**src/rtl/booth_mult_seq.sv**
```systemverilog
// ----------------------------------------------------------------------------
// booth_mult_seq
//   Sequential signed radix-4 (modified Booth) multiplier for the ALU mult
//   path. Two multiplier bits are retired per RUN cycle, so a WIDTH-bit
//   multiply takes WIDTH/2 RUN cycles. The result is the full, exact signed
//   2*WIDTH-bit product, split into upper and lower halves.
//
//   Optional feature macro: MULT_OVF_EN
//     defined   : data_exception is registered with the result and flags a
//                 product that does not fit in WIDTH signed bits.
//     undefined : data_exception is tied to 0.
//
// Ports
//   clock           in   1      rising-edge clock
//   reset           in   1      synchronous, active-high
//   ctrl_mult       in   1      start pulse; operands are sampled this cycle
//   data_operandA   in   WIDTH  multiplicand, two's complement
//   data_operandB   in   WIDTH  multiplier, two's complement
//   data_upper      out  WIDTH  product[2W-1:W]
//   data_result     out  WIDTH  product[W-1:0]
//   data_resultRDY  out  1      one-cycle pulse while the result is fresh
//   busy            out  1      high while iterating
//   data_exception  out  1      signed overflow of the product into W bits
//
// WIDTH must be even and at least 4.
// ----------------------------------------------------------------------------
module booth_mult_seq #(
  parameter int WIDTH = 32
) (
  input  logic             clock,
  input  logic             reset,
  input  logic             ctrl_mult,
  input  logic [WIDTH-1:0] data_operandA,
  input  logic [WIDTH-1:0] data_operandB,
  output logic [WIDTH-1:0] data_upper,
  output logic [WIDTH-1:0] data_result,
  output logic             data_resultRDY,
  output logic             busy,
  output logic             data_exception
);

  localparam int ITER  = WIDTH / 2;
  localparam int CNT_W = $clog2(ITER + 1);
  // Two guard bits: the accumulator must hold acc +/- 2M without wrapping.
  localparam int AW    = WIDTH + 2;

  typedef enum logic [1:0] {
    IDLE = 2'd0,
    RUN  = 2'd1,
    DONE = 2'd2
  } state_t;

  state_t                state_q, state_d;
  logic signed [AW-1:0]  m_q, m_d;
  logic signed [AW-1:0]  acc_q, acc_d;
  logic [WIDTH-1:0]      q_q, q_d;
  logic                  q1_q, q1_d;
  logic [CNT_W-1:0]      cnt_q, cnt_d;
  logic [WIDTH-1:0]      upper_q, upper_d;
  logic [WIDTH-1:0]      lower_q, lower_d;
  logic                  exc_q, exc_d;

  logic signed [AW-1:0]  sum;
  logic signed [AW-1:0]  acc_sh;
  logic [WIDTH-1:0]      q_sh;
  logic                  last_step;

  // Booth digit from {Q[1],Q[0],q_1} selects 0, +-M or +-2M.
  function automatic logic signed [AW-1:0] booth_addend(
    input logic [2:0]           sel,
    input logic signed [AW-1:0] m
  );
    logic signed [AW-1:0] m2;
    m2 = m <<< 1;
    case (sel)
      3'b001, 3'b010: return m;
      3'b011:         return m2;
      3'b100:         return -m2;
      3'b101, 3'b110: return -m;
      default:        return '0;
    endcase
  endfunction

  // One iteration: add the selected multiple, then shift {acc,Q,q_1}
  // arithmetically right by two.
  always_comb begin
    sum       = acc_q + booth_addend({q_q[1:0], q1_q}, m_q);
    acc_sh    = {{2{sum[AW-1]}}, sum[AW-1:2]};
    q_sh      = {sum[1:0], q_q[WIDTH-1:2]};
    last_step = (cnt_q == CNT_W'(ITER - 1));
  end

  always_comb begin
    state_d = state_q;
    m_d     = m_q;
    acc_d   = acc_q;
    q_d     = q_q;
    q1_d    = q1_q;
    cnt_d   = cnt_q;
    upper_d = upper_q;
    lower_d = lower_q;
    exc_d   = exc_q;

    if (ctrl_mult) begin
      // A start in any state (including mid-RUN abort and DONE back-to-back)
      // reloads the operands and restarts the iteration count.
      state_d = RUN;
      m_d     = {{2{data_operandA[WIDTH-1]}}, data_operandA};
      acc_d   = '0;
      q_d     = data_operandB;
      q1_d    = 1'b0;
      cnt_d   = '0;
    end else begin
      case (state_q)
        RUN: begin
          acc_d = acc_sh;
          q_d   = q_sh;
          q1_d  = q_q[1];
          cnt_d = cnt_q + CNT_W'(1);
          if (last_step) begin
            // After the final shift {acc[W-1:0],Q} is the 2W-bit product.
            state_d = DONE;
            upper_d = acc_sh[WIDTH-1:0];
            lower_d = q_sh;
            exc_d   = (acc_sh[WIDTH-1:0] != {WIDTH{q_sh[WIDTH-1]}});
          end
        end
        DONE:    state_d = IDLE;
        default: state_d = IDLE;
      endcase
    end
  end

  always_ff @(posedge clock) begin
    if (reset) begin
      state_q <= IDLE;
      m_q     <= '0;
      acc_q   <= '0;
      q_q     <= '0;
      q1_q    <= 1'b0;
      cnt_q   <= '0;
      upper_q <= '0;
      lower_q <= '0;
      exc_q   <= 1'b0;
    end else begin
      state_q <= state_d;
      m_q     <= m_d;
      acc_q   <= acc_d;
      q_q     <= q_d;
      q1_q    <= q1_d;
      cnt_q   <= cnt_d;
      upper_q <= upper_d;
      lower_q <= lower_d;
      exc_q   <= exc_d;
    end
  end

  assign data_upper     = upper_q;
  assign data_result    = lower_q;
  assign data_resultRDY = (state_q == DONE);
  assign busy           = (state_q == RUN);

`ifdef MULT_OVF_EN
  assign data_exception = exc_q;
`else
  logic unused_exc;
  assign unused_exc     = exc_q;
  assign data_exception = 1'b0;
`endif

endmodule

```
**config.mk**
```make
export PLATFORM = sky130hd
export DESIGN_NAME = booth_mult_seq
export DESIGN_NICKNAME = d
export VERILOG_FILES = /design/src/rtl/booth_mult_seq.sv
export SDC_FILE = /design/constraint.sdc
export NUM_CORES = 1
export LEC_CHECK = 0
export BUFFER_PORTS_ARGS = -buffer_cell sky130_fd_sc_hd__buf_2
export CORE_ASPECT_RATIO = 1.4
export CORE_MARGIN = 10
export CORE_UTILIZATION = 50
export CTS_CLUSTER_DIAMETER = 60
export DETAILED_ROUTE_END_ITERATION = 8
export HOLD_SLACK_MARGIN = 0.05
export PLACE_DENSITY = 0.71
export REMOVE_ABC_BUFFERS = 1
export SLEW_MARGIN = 10
export SYNTH_ARGS = -nofsm -noshare
export SYNTH_HDL_FRONTEND = slang
export SYNTH_SLANG_ARGS = --single-unit
```
**constraint.sdc**
```tcl
create_clock -name clock -period 5.59 [get_ports clock]
set_input_delay 0 -clock clock [delete_from_list [all_inputs] [get_ports clock]]
set_output_delay 0 -clock clock [all_outputs]
set_load 0.05 [all_outputs]
```
# Word level (Yosys, flattened, before mapping)
# Cells that the tools add are included.
totals:
  output_inout_bits: 67
  inputBits: 67
  reg_bits: 168
  word_cells: 37
op_classes:
  add_sub_neg: 4
  mux: 6
  n_bitwise: 2
  reduce_logical: 6
  eq_ne: 10
ops:
  columns: ["operator", "count"]
  rows:
  - ["case mux 34 bit (4 select lines)", 1]
  - ["two-way mux 32 bit", 2]
  - ["adder 32 x 34 -> 34 bit", 1]
  - ["negator 32 -> 34 bit", 1]
  - ["negator 33 -> 34 bit", 1]
  - ["== test 3 bit (second input constant)", 3]
  - ["== test 3 x 2 -> 1 bit (second input constant)", 2]
  - ["OR reduction 2 bit", 3]
  - ["adder 5 x 1 -> 5 bit (second input constant)", 1]
  - ["== test 5 x 4 -> 1 bit (second input constant)", 1]
  - ["== test 3 x 1 -> 1 bit (second input constant)", 1]
  - ["two-way mux 1 bit", 3]
  - ["!= test 3 x 2 -> 1 bit (second input constant)", 1]
  - ["AND reduction 3 bit", 1]
  - ["OR reduction 3 bit", 1]
  - ["== test 2 x 1 -> 1 bit (second input constant)", 1]
  - ["== test 2 bit (second input constant)", 1]
  - ["NOT 1 bit", 2]
  - ["nonzero test 2 bit", 1]

# Logic depth before layout (Yosys ltp)
depth:
  depth_word: 6
  ltp_mapped: 22
  mapped_depth_nobuf: 21

# Worst setup path before layout
# Ideal clock, no wire load.
synth_path:
  kind: "flip-flop to flip-flop"
  start: "register m_q[9]"
  end: "register upper_q[31] (netlist: data_upper[31])"
  arrival_time_ns: 4.689
  setup_time_ns: 0.120
  path_stages_with_launch: 19
  path_buffers: 2
  period_less_slack_ns: 4.809
  slack_ns: 0.781
  t_required_ns: 5.470
  path_cell_list: "dfxtp_1 > buf_6 > or4_1 > nor4_4 > nand2_1 > or3_1 > nand2_1 > xnor2_1 > a221o_1 > ha_1 > clkbuf_1 > and3_1 > and4_1 > a2111oi_1 > o31ai_1 > a221o_1 > nor2_2 > nor4b_2 > a211o_1"
synth_via:
  elab_chain_len: 3
  word_cells_on_any_way: 4
  cone_classes: "add/sub: 3; mux: 1"
synth_rtl:
  columns: ["element", "line_no", "rtl"]
  rows:
  - ["start: declaration", "54", "logic signed [AW-1:0] m_q, m_d;"]
  - ["start signal: assignment", "147", "m_q <= m_d;"]
  - ["negator 33 -> 34 bit / negator 32 -> 34 bit (equally long branches)", "78, 79", null]
  - ["case mux 34 bit (4 select lines) *", "75", "case (sel)"]
  - ["adder 32 x 34 -> 34 bit *", "87", "sum = acc_q + booth_addend({q_q[1:0], q1_q}, m_q);"]
  - ["end signal: assignment", "152", "upper_q <= upper_d;"]
  - ["end: declaration", "59", "logic [WIDTH-1:0] upper_q, upper_d;"]
# Mark *: on every way between the ends. The rest lies on a longest branch, timed or not.
# A chain may end at the register's enable or synchronous reset.

# Worst setup path after layout
# Ends and elaborated chain as after synthesis.

==> impl_metrics.toml <==
[setup_path]
reg2reg_depth = 19
critPathCaptureType = "flip-flop"
arrival_ns = 5.39
reg2reg_from = "m_q[9]$_SDFFE_PP0P_"
cp_max_fo = 9
r2r_end = "data_upper[31]$_SDFFE_PP0P_"
required_ns = 5.91
worstSetupStartpointType = "flip-flop"
r2r_setup_slack_ns = 0.52
crit_type = "flip-flop to flip-flop"
crit_path_start = "m_q[9]$_SDFFE_PP0P_"

[yosys]
synthesis.instances = 1313
netlist.area_leader.share = 0.3436
seq_area_frac_synth = 0.3436
synth-compound-area-share = 0.2204
ys_top_cells_by_count = "292 x nand2_1, 198 x a21oi_1, 168 x dfxtp_1"
synth_area_leaders = "dfxtp_1 34%, nand2_1 11%, a21oi_1 10%"
synth-simple-area-share = 0.2352
synthesis.area_mm2 = 0.009788
async_flop_share = 0
synth_edf_count = 0
syn_area_per_cell_um2 = 7.455
synth_cell_types = 64
synthXorXnorAreaFrac = 0.06800
synth_mux_area_frac = 0.03784
ys.flop_type = "dfxtp_1"
synth_warnings = 0
synth_top_family_by_area = "simple AND/OR/NAND/NOR gates"
yosys.area.top_type = "dfxtp_1"
yosysMostFrequentCell = "nand2_1"
ys_ff_latch = 168
yosys.area_share.adder = 0.04806

[floorplanning]
die_area_mm2 = 0.02565
core-area_mm2 = 0.01922
io_pins = 134
rows = 60
dieHeight_um = 185.6
start_util = 0.5093
dieWidth_um = 138.3

[min_path]
hold_path.class = "input pin to flip-flop"
hold_path.startpoint = "ctrl_mult"
whs_path_depth = 3
hold_end = "m_q[7]$_SDFFE_PP0P_"

[clock_network]
cts.sinks = 168
insertion_delay_ns = 0.43
post_cts_buffers = 0
cts.path.max_buffers = 2
path_clk_slew_ns = 0.07
cts-root-buf = "clkbuf_16"
tritoncts = "built"
ctsResizeCount = 0
cts_max_level = 4
cts_inserted_buffers = 17

[place]
dp_hpwl_mm = 18.81
gp_congestion = 0.9073
portBuffers = 132

[cells_and_area]
antenna_cells = 0
drive_gt1_frac = 0.1411
nNetsFinal = 1558
multi_input_area_mm2 = 0.005976
area_growth_pct = 20.52
fillCellCount = 1797
seq_area_mm2 = 0.003363

[power]
totalPowerFinal_uw = 2910
peakVddDrop_mv = 0.1988
p_leak_uw = 0.004956
power_density_mw_per_mm2 = 246.7

[outcome]
status = "complete, no violations"

[timing]
fin_crit_sh = 0.9071
slew_headroom = 0.4651
fin_crit_ns = 5.071
setup-tns-final_ns = 0
hold_viol = 0
max_freq_mhz = 197.2
slew_viol_final = 0
skew_ns = 0.01024
worst_slew_pin_slew_ns = 0.8023
finalSetupViolCount = 0
rsz0062_at_grt = "false"

[routing]
ant_nets = 0
drt_iter0_drc = 577
post_drt_wl_per_cell_um = 15.92
via_per_inst = 5.621
vias = 9640
wl_mm = 27.30
firstDrtPassIters = 5
remaining_drc_errors = 0

[global_routing]
grt_max_degree = 77
gr-total-overflow = 0
antenna_found_initial = 0
grt_pass1_wl_mm = 45.82
grt_pass1_vias = 9309
grt_usage = 0.2087

[flow_run]
drv_cap = 0
cell families (layout without fill, tap and decap cells):
family | count (synthesis) | count (layout)
flops | 168 | 168
xor+xnor | 76 | 76
buf+inv | 115 | 269
mux | 37 | 37
simple gates | 526 | 526
other cells | 1 | 1
compound gates | 353 | 353
fa+ha+maj | 37 | 37
routing by layer:
metal	routed length, um	vias to the layer above	track usage	share of wire
li1	-	4843	-	-
met2	13400	299	0.3651	0.49
met3	1345	36	0.03520	0.049
met5	0	-	0	0
met4	513	0	0.06889	0.019
met1	12040	4462	0.2544	0.44
state kept, by name, indices dropped and copies added, names as in the netlist:
signal and flops:
acc_q 32, cnt_q 5, data_result 32, data_upper 32, m_q 32, q1_q 1
q_q 32, state_q 2
how the worst max path moves through the flow:
stage	endpoint	slack (ns)	cells after the start
floorplan	data_upper[31]$_SDFFE_PP0P_	0.01	17
global placement	data_upper[31]$_SDFFE_PP0P_	0.61	19
detailed placement	data_upper[31]$_SDFFE_PP0P_	0.54	19
CTS	data_upper[31]$_SDFFE_PP0P_	0.51	19
global route	data_upper[31]$_SDFFE_PP0P_	0.16	18
finish	data_upper[31]$_SDFFE_PP0P_	0.52	19
power by group:
part           leakage [uW]  total (uW)  internal [uW]  switching, uW
registers           0.00137        1270           1230           41.9
clock network      0.000277        1160            628            537
logic               0.00331         472            197            276
critical path, stage by stage (launching register included):
cell and delay [ns]:
dfxtp_1 0.39, or4_1 0.63, nor4_4 0.37, nand2_1 0.21
or3_1 0.39, nand2_1 0.10, xnor2_1 0.06, a221o_1 0.35
ha_1 0.40, and3_1 0.25, a31oi_1 0.11, a21oi_1 0.20
a2111oi_1 0.08, buf_4 0.15, o31ai_1 0.45, buf_4 0.22
o211ai_2 0.10, nor2_2 0.15, nor4b_2 0.06, a211o_1 0.28
final cells by class:
class                      instances  share of cell area
inverter                          14            0.004455
tap                              248             0.02630
timing repair buffer             223              0.1290
sequential                       168              0.2851
clock inverter                    13             0.01188
multi-input combinational       1030              0.5066
clock buffer                      19             0.03670
through the flow:
stage	setup slack [ns]	hold slack, ns	std cells	instance area [um^2]	utilization
after global routing	0.1555	0.1827	1715	11800	0.6138
final	0.5195	0.1579	1715	11800	0.6138
after floorplan	0.01028	0.06907	1212	9385	-
after global placement	0.6074	0.2304	1614	10530	0.5480
after CTS	0.5135	0.1546	1715	11800	0.6138
after detailed placement	0.5420	0.2369	1614	10530	0.5480
cell usage in the layout (no fill, tap or decap), drive strengths merged, types with 6 or more instances in the layout:
cell type    instances
nor4                10
a221oi              20
buf                154
a31oi               10
inv                 17
nand2              292
a21oi              199
nand4                7
dlygate4sd3         69
nor2               127
or3                 15
nor3                15
a22oi               14
a21o                21
dfxtp              168
clkbuf              19
a221o                8
o21ai               29
a211o                6
nand3               14
nand2b               8
xor2                30
ha                  36
clkinv               8
a211oi              11
o211ai               6
o21bai               6
and2                 6
xnor2               46
mux2i               37
repair_timing:
item | 4_1_cts | 5_1_grt
hold buffers | 69 | 0
setup endpoints to repair | 0 | 0
hold endpoints to repair | 77 | 0
Power figures use the tool's default switching activity.
